`src/rtl/pe_array_ctrl.sv`:
```
// Sequencer for the MxN systolic PE array: clears accumulators, streams K skewed
// operand beats, waits out the PE pipeline, then drains results one per handshake.
module pe_array_ctrl #(
  parameter int M        = 2,
  parameter int N        = 2,
  parameter int K_WIDTH  = 8,
  parameter int PIPE_LAT = 1,
  localparam int RW      = (M > 1) ? $clog2(M) : 1,
  localparam int CLW     = (N > 1) ? $clog2(N) : 1
) (
  input  logic               clk,
  input  logic               rst,
  input  logic               start,
  input  logic [K_WIDTH-1:0] k_len,
  input  logic [1:0]         precision_mode,
  output logic               busy,
  output logic               done,
  output logic [1:0]         cfg_mode,
  output logic               pe_clr,
  output logic               pe_en,
  output logic [K_WIDTH-1:0] feed_idx,
  output logic [M-1:0]       a_valid,
  output logic [N-1:0]       b_valid,
  output logic               res_valid,
  input  logic               res_ready,
  output logic [RW-1:0]      res_row,
  output logic [CLW-1:0]     res_col
);

  // Result handshake: a result transfers on a cycle where res_valid && res_ready;
  // res_valid never drops and res_row/res_col never change until that transfer.

  localparam int CW = K_WIDTH + 1;
  localparam int WW = (PIPE_LAT > 1) ? $clog2(PIPE_LAT) : 1;

  localparam logic [2:0] S_IDLE  = 3'd0;
  localparam logic [2:0] S_CLEAR = 3'd1;
  localparam logic [2:0] S_FEED  = 3'd2;
  localparam logic [2:0] S_WAIT  = 3'd3;
  localparam logic [2:0] S_DRAIN = 3'd4;
  localparam logic [2:0] S_DONE  = 3'd5;

  logic [2:0]         state;
  logic [K_WIDTH-1:0] k_lat;
  logic [CW-1:0]      t;
  logic [CW-1:0]      k_ext;
  logic [CW-1:0]      t_last;
  logic [WW-1:0]      wait_cnt;
  logic [RW-1:0]      row;
  logic [CLW-1:0]     col;

  // One extra counter bit keeps the skew tail of a maximum-length job from wrapping.
  assign k_ext  = {1'b0, k_lat};
  assign t_last = k_ext + CW'(M + N - 2) - CW'(1);

  always_ff @(posedge clk) begin
    if (rst) begin
      state    <= S_IDLE;
      k_lat    <= '0;
      cfg_mode <= '0;
      t        <= '0;
      wait_cnt <= '0;
      row      <= '0;
      col      <= '0;
    end else begin
      case (state)
        S_IDLE: begin
          if (start && (k_len != '0)) begin
            state    <= S_CLEAR;
            k_lat    <= k_len;
            cfg_mode <= precision_mode;
          end
        end
        S_CLEAR: begin
          state <= S_FEED;
          t     <= '0;
        end
        S_FEED: begin
          if (t == t_last) begin
            state    <= S_WAIT;
            wait_cnt <= '0;
          end else begin
            t <= t + CW'(1);
          end
        end
        S_WAIT: begin
          if (wait_cnt == WW'(PIPE_LAT - 1)) begin
            state <= S_DRAIN;
            row   <= '0;
            col   <= '0;
          end else begin
            wait_cnt <= wait_cnt + WW'(1);
          end
        end
        S_DRAIN: begin
          if (res_ready) begin
            if (col == CLW'(N - 1)) begin
              col <= '0;
              if (row == RW'(M - 1)) state <= S_DONE;
              else                   row   <= row + RW'(1);
            end else begin
              col <= col + CLW'(1);
            end
          end
        end
        S_DONE:  state <= S_IDLE;
        default: state <= S_IDLE;
      endcase
    end
  end

  assign busy      = (state != S_IDLE);
  assign done      = (state == S_DONE);
  assign pe_clr    = (state == S_CLEAR);
  assign pe_en     = (state == S_FEED) || (state == S_WAIT);
  assign res_valid = (state == S_DRAIN);
  assign feed_idx  = (state == S_FEED) ? t[K_WIDTH-1:0] : '0;
  assign res_row   = (state == S_DRAIN) ? row : '0;
  assign res_col   = (state == S_DRAIN) ? col : '0;

  // Row i consumes operand t-i; it is valid only once skewed in and before it runs out.
  always_comb begin
    a_valid = '0;
    b_valid = '0;
    if (state == S_FEED) begin
      for (int i = 0; i < M; i++)
        a_valid[i] = (t >= CW'(i)) && ((t - CW'(i)) < k_ext);
      for (int j = 0; j < N; j++)
        b_valid[j] = (t >= CW'(j)) && ((t - CW'(j)) < k_ext);
    end
  end

endmodule

```
`config.mk`:
```
export PLATFORM = sky130hd
export DESIGN_NAME = pe_array_ctrl
export DESIGN_NICKNAME = d
export VERILOG_FILES = /design/src/rtl/pe_array_ctrl.sv
export SDC_FILE = /design/constraint.sdc
export NUM_CORES = 1
export LEC_CHECK = 0
export CORE_MARGIN = 1
export CORE_UTILIZATION = 35
export CTS_CLUSTER_DIAMETER = 120
export DETAILED_ROUTE_END_ITERATION = 8
export GPL_TIMING_DRIVEN = 0
export HOLD_SLACK_MARGIN = 0.15
export PLACE_DENSITY_LB_ADDON = 0.12
export SLEW_MARGIN = 20
export SYNTH_ARGS = -nofsm -noshare
export SYNTH_HDL_FRONTEND = slang
export SYNTH_SLANG_ARGS = --single-unit
```
`constraint.sdc`:
```
create_clock -name clk -period 4 [get_ports clk]
set_clock_uncertainty 0.1 [all_clocks]
set_input_delay 0.8 -clock clk [delete_from_list [all_inputs] [get_ports clk]]
set_output_delay 0.8 -clock clk [all_outputs]
set_load 0.02 [all_outputs]
```
# ---- Yosys cells after proc, flatten, opt, wreduce, memory -nomap -nowiden
# Cells that the tools add are included.
dict set report classes {
  reduce_logical 16
  add_sub_neg 7
  n_eq_ne 13
  muxes 24
  order_cmp 4
}
# operator count
set op_table {}
lappend op_table {{9-bit by 1-bit greater-or-equal comparator with 1-bit output, second input constant} 2}
lappend op_table {{9-bit by 8-bit < comparator with 1-bit output} 2}
lappend op_table {{3-bit 2-to-1 mux} 6}
lappend op_table {{9-bit case mux with 2 select lines} 1}
lappend op_table {{9-bit by 1-bit subtractor with 9-bit output, second input constant} 2}
lappend op_table {{3-bit case mux with 5 select lines} 1}
lappend op_table {{1-bit 2-to-1 mux} 10}
lappend op_table {{8-bit by 2-bit adder with 9-bit output, second input constant} 1}
lappend op_table {{9-bit by 1-bit adder with 9-bit output, second input constant} 1}
lappend op_table {{9-bit equality test} 1}
lappend op_table {{9-bit 2-to-1 mux} 1}
lappend op_table {{8-bit 2-to-1 mux} 1}
lappend op_table {{2-bit inequality test, second input constant} 4}
lappend op_table {{8-bit nonzero test} 1}
lappend op_table {{3-bit by 2-bit equality test with 1-bit output, second input constant} 2}
lappend op_table {{3-bit equality test, second input constant} 2}
lappend op_table {{2-bit by 1-bit inequality test with 1-bit output, second input constant} 3}
lappend op_table {{1-bit case mux with 2 select lines} 3}
lappend op_table {{2-bit AND reduction} 3}
lappend op_table {{6-bit AND reduction} 1}
lappend op_table {{2-bit nonzero test} 3}
lappend op_table {{4-bit AND reduction} 1}
lappend op_table {{1-bit adder, second input constant} 3}
lappend op_table {{3-bit by 1-bit equality test with 1-bit output, second input constant} 1}
lappend op_table {{6 further kinds} 8}
dict set report word_totals {
  elab_cells 71
  in_bits 14
  out_inout_bits 21
  register_bits 25
}

# ---- Depth between registers and ports, before layout
dict set report logic_depth {
  depth_word 5
  depth_mapped 12
  ltp_nobuf 11
}

# ---- Worst setup path after synthesis
# No wires, ideal clock.
dict set report synth_timing {
  kind {register -> output}
  start {register t[0]}
  end {output port b_valid[1]}
  setup_slack_ns 0.262
  t_required_ns 3.100
  path_buffers 1
  stages_incl_launch_ff 13
  arrival_time_ns 2.838
  cell_sequence {dfxtp_1 -> inv_1 -> ha_1 -> inv_1 -> ha_1 -> nor2b_1 -> o21a_1 -> o21a_1 -> o21a_1 -> o21ai_0 -> a21oi_1 -> nor4_1 -> buf_4}
}
dict set report synth_between {
  elab_chain_cells 4
  elab_cells_between_ends 5
  cone_classes {add/sub (1); order compare (2); mux (1); reduce/logical (1)}
}
# element line_no
set synth_lines {}
lappend synth_lines {{start, declared} 45} ;# logic [CW-1:0] t;
lappend synth_lines {{start signal, assigned} 83} ;# t <= t + CW'(1);
lappend synth_lines {{9-bit by 1-bit subtractor with 9-bit output} --}
lappend synth_lines {{9-bit by 8-bit < comparator with 1-bit output} --}
lappend synth_lines {{1-bit logical AND (*)} --}
lappend synth_lines {{2-bit 2-to-1 mux (*)} --}
lappend synth_lines {{end, declared} 23} ;# output logic [N-1:0] b_valid,
# Every way passes the cells marked *; elsewhere a longest branch is shown, timed or not.

# ---- Worst setup path in the final report
dict set report layout_timing {
  start {register t[0]}
  end {output port a_valid[1]}
}
dict set report layout_between {
  elab_chain_cells 4
  elab_cells_between_ends 5
  cone_classes {add/sub (1); order compare (2); mux (1); reduce/logical (1)}
}
# element line_no
set layout_lines {}
lappend layout_lines {{9-bit by 1-bit subtractor with 9-bit output} 127} ;# a_valid[i] = (t >= CW'(i)) && ((t - CW'(i)) < k_ext);
lappend layout_lines {{9-bit by 8-bit < comparator with 1-bit output} 127}
lappend layout_lines {{1-bit logical AND (*)} 127}
lappend layout_lines {{2-bit 2-to-1 mux (*)} 125} ;# if (state == S_FEED) begin
lappend layout_lines {{end, declared} 22} ;# output logic [M-1:0] a_valid,
# Marks and branches as above.

==> flow_metrics.tcl <==
set metrics [dict create \
    outcome "finished clean" \
    wl_per_cell_microns 13.06 \
    grt_pass1_vias 1498 \
    n_antenna_cell 0 \
    dp_slack_ps -47.98 \
    cellPowerDensity_mw_per_mm2 251.5 \
    synth_mux_area_share_pct 5.309 \
    tightest_slew_ps 506.3 \
    rrSetupSlack_ps 1770 \
    root_buffer "clkbuf_8" \
    antenna_found_initial 0 \
    io_buffers 33 \
    h-tree-depth 1 \
    finalHoldViolCount 0 \
    ys_seq_area_share_pct 25.48 \
    synth-xor-area-share_pct 8.825 \
    crit_type "flop to output pin" \
    whs_ps 410.4 \
    endpoint "a_valid[1]" \
    syn-num-nets 270 \
    min_period_over_period_pct 93.76 \
    synthSimpleGateAreaFrac_pct 26.28 \
    start_util_pct 36.68 \
    fmax_mhz 266.6 \
    core_sq_mm 0.005140 \
    synth-seq-cells 24 \
    drt_iter0_drc 52 \
    post-cts-setup-buffer-count 0 \
    chipWidth_microns 75.40 \
    grt_max_degree 13 \
    critPathRequiredTime_ps 3100 \
    post-place-cells 339 \
    fin_ws_ps 249.5 \
    avgSynthCellArea_sq_um 7.990 \
    yosys.area_share.adder_pct 13.27 \
    critPathLaunch "t[0]" \
    vias_per_cell 4.980 \
    ys.flop_type "dfxtp_1" \
    syn_inst 236 \
    fin_cells 342 \
    synth_top_family_by_area "simple AND/OR/NAND/NOR gates" \
    postRouteAntennaNets 0 \
    setup_tns_ps 0 \
    rr_endpoint "t[1]" \
    final_util_pct 45.67 \
    rsz0062_at_grt "false" \
    hp-class "flop to flop" \
    hpwl_microns 3401 \
    cts-buffers-inserted 3 \
    cp-end-kind "output pin" \
    drc 0 \
    clk-insertion-delay-late_ps 270 \
    area_delta_synth_final_pct 24.49 \
    leakagePower_nw 0.9353 \
    period_needed_ps 3751 \
    dieArea_sq_mm 0.005685 \
    cts_tree "built" \
    grt_pass1_wl_microns 7210 \
    yosysUniqueCellTypes 37 \
    gp_congestion 0.7451 \
    drt-pass1-iter-count 4 \
    mappedNetlistArea_sq_mm 0.001886 \
    die_height_microns 75.40 \
    clock-sinks 24 \
    finalSetupViolCount 0 \
    nFillCells 565 \
    peakVddDrop_v 0.0001170 \
    synth_compound_gate_area_share_pct 14.66 \
    cp.arrival_ps 2850 \
    drive_gt1_share_pct 8.824 \
    async_flop_share_pct 0 \
    pin_count 35 \
    max-clock-path-buffers 2 \
    clkSlewWorstSetupHoldPaths_ps 80 \
    path_max_fanout 8 \
    drt-total-wl_microns 4465 \
    max_cap_viol_count 0 \
    maxSlewHeadroom_pct 65.99 \
    r2r_start "k_lat[0]" \
    synth-edff-count 0 \
    drv_slew 0 \
    crit_path_start_kind "flop" \
    reg2regPathDepth 8 \
    yosysWarnings 0 \
    fin_nets 308 \
    rows 26 \
    grt_usage_pct 16.83 \
    overflow 0 \
    num_vias 1703 \
    holdBufCountCts 0 \
]
final cells by class:
class / instances / area, sq um / area share (%)
timing repair buffer: 33 / 324.1 / 13.81
inverter: 12 / 45.04 / 1.919
sequential: 24 / 483.0 / 20.58
buffer: 14 / 71.32 / 3.038
clock buffer: 3 / 41.29 / 1.759
multi-input combinational: 186 / 1295 / 55.17
tap: 70 / 87.58 / 3.731
routing by layer:
metal / part of all wire, % / vias to the layer above / wire (microns) / track usage [%]
li1: - / 892 / - / -
met1: 52 / 779 / 2320 / 23.04
met5: 0 / - / 0 / 0
met3: 2.2 / 5 / 100 / 1.984
met2: 45 / 27 / 2006 / 28.47
met4: 0.83 / 0 / 37 / 3.704
per-stage QoR:
stage,area (sq um),power (mW)
after floorplan,1886,0.3913
after global placement,2303,0.4480
after detailed placement,2303,0.4495
after CTS,2351,0.5966
after global routing,2347,0.6225
final,2347,0.5904
synthesized netlist by cell type (3+ instances only):
| library cell | count | area (sq um) |
|---|---|---|
| inv_1 | 12 | 45.04 |
| dfxtp_1 | 24 | 480.5 |
| nor4_1 | 5 | 31.28 |
| mux2i_1 | 10 | 100.1 |
| buf_2 | 6 | 30.03 |
| nor2b_1 | 7 | 43.79 |
| a21oi_1 | 15 | 75.07 |
| and2_1 | 5 | 31.28 |
| nand2_1 | 13 | 48.80 |
| xor2_1 | 10 | 87.58 |
| nand2b_1 | 3 | 18.77 |
| and3_1 | 3 | 18.77 |
| o21ai_0 | 11 | 55.05 |
| xnor2_1 | 9 | 78.83 |
| buf_4 | 3 | 22.52 |
| ha_1 | 20 | 250.2 |
| o21a_1 | 6 | 45.04 |
| nand3_1 | 9 | 45.04 |
| clkbuf_1 | 5 | 18.77 |
| nor3_1 | 7 | 35.03 |
| or3_1 | 7 | 43.79 |
| nor3b_1 | 3 | 22.52 |
| nor2_1 | 25 | 93.84 |
logic make-up after synthesis:
group           Yosys count
fa+ha+maj                20
xor+xnor                 19
simple gates             94
compound gates           43
mux                      10
buf+inv                  26
flops                    24
cells in the final DEF, fill, tap and decap left out, types with 2 or more instances in the layout:
cell type / Yosys / layout
nand2_1: 13 / 13
xnor2_1: 9 / 9
clkbuf_1: 5 / 5
a31oi_1: 2 / 2
nor2b_1: 7 / 7
o21a_1: 6 / 6
a21oi_1: 15 / 15
and3_1: 3 / 3
nand2b_1: 3 / 3
nor2_1: 25 / 25
ha_1: 20 / 20
nor4_1: 5 / 4
xor2_1: 10 / 10
dfxtp_1: 24 / 22
nor3_1: 7 / 7
clkdlybuf4s50_1: 0 / 31
buf_2: 6 / 6
or3_1: 7 / 7
inv_1: 12 / 12
or2_2: 2 / 2
o21ai_0: 11 / 11
mux2i_1: 10 / 10
a2111oi_0: 2 / 2
clkbuf_8: 0 / 3
nor3b_1: 3 / 3
and2_1: 5 / 5
dfxtp_2: 0 / 2
nor3_2: 2 / 2
buf_4: 3 / 3
nand3_1: 9 / 9
registers in the layout, indices dropped and copies added (netlist names):
| register | count |
|---|---|
| cfg_mode | 2 |
| col | 1 |
| t | 9 |
| state | 3 |
| row | 1 |
| k_lat | 8 |
worst min path at each step:
stage	startpoint	to	slack (ps)	cells past startpoint
after floorplan	row	row	390	2
after global routing	cfg_mode[1]	cfg_mode[1]	450	2
after CTS	cfg_mode[1]	cfg_mode[1]	410	2
after detailed placement	cfg_mode[1]	cfg_mode[1]	390	2
final	cfg_mode[1]	cfg_mode[1]	410	2
after global placement	cfg_mode[1]	cfg_mode[1]	390	2
critical path, stage by stage (launching register included):
cell and delay [ps]:
dfxtp_2 420, inv_1 130, ha_1 290, inv_1 50, ha_1 270, nor2b_1 130
o21a_1 170, o21a_1 170, o21a_1 160, o21ai_0 150, a21oi_1 100, nor4_2 180
dlygate4sd2_1 370
power breakdown:
| group | leakage [nW] | internal, mW | switching, mW |
|---|---|---|---|
| sequential | 0.196 | 0.251 | 0.0142 |
| clock | 0.0216 | 0.0675 | 0.0784 |
| combinational | 0.717 | 0.0825 | 0.0969 |
| total | 0.935 | 0.401 | 0.190 |
what timing repair did:
| item | 4_1_cts | 5_1_grt |
|---|---|---|
| endpoints found under the setup margin | 2 | 1 |
| pin swaps | 0 | 0 |
| resized for setup | 5 | 2 |
No activity file was read; power rests on OpenSTA's default activity.
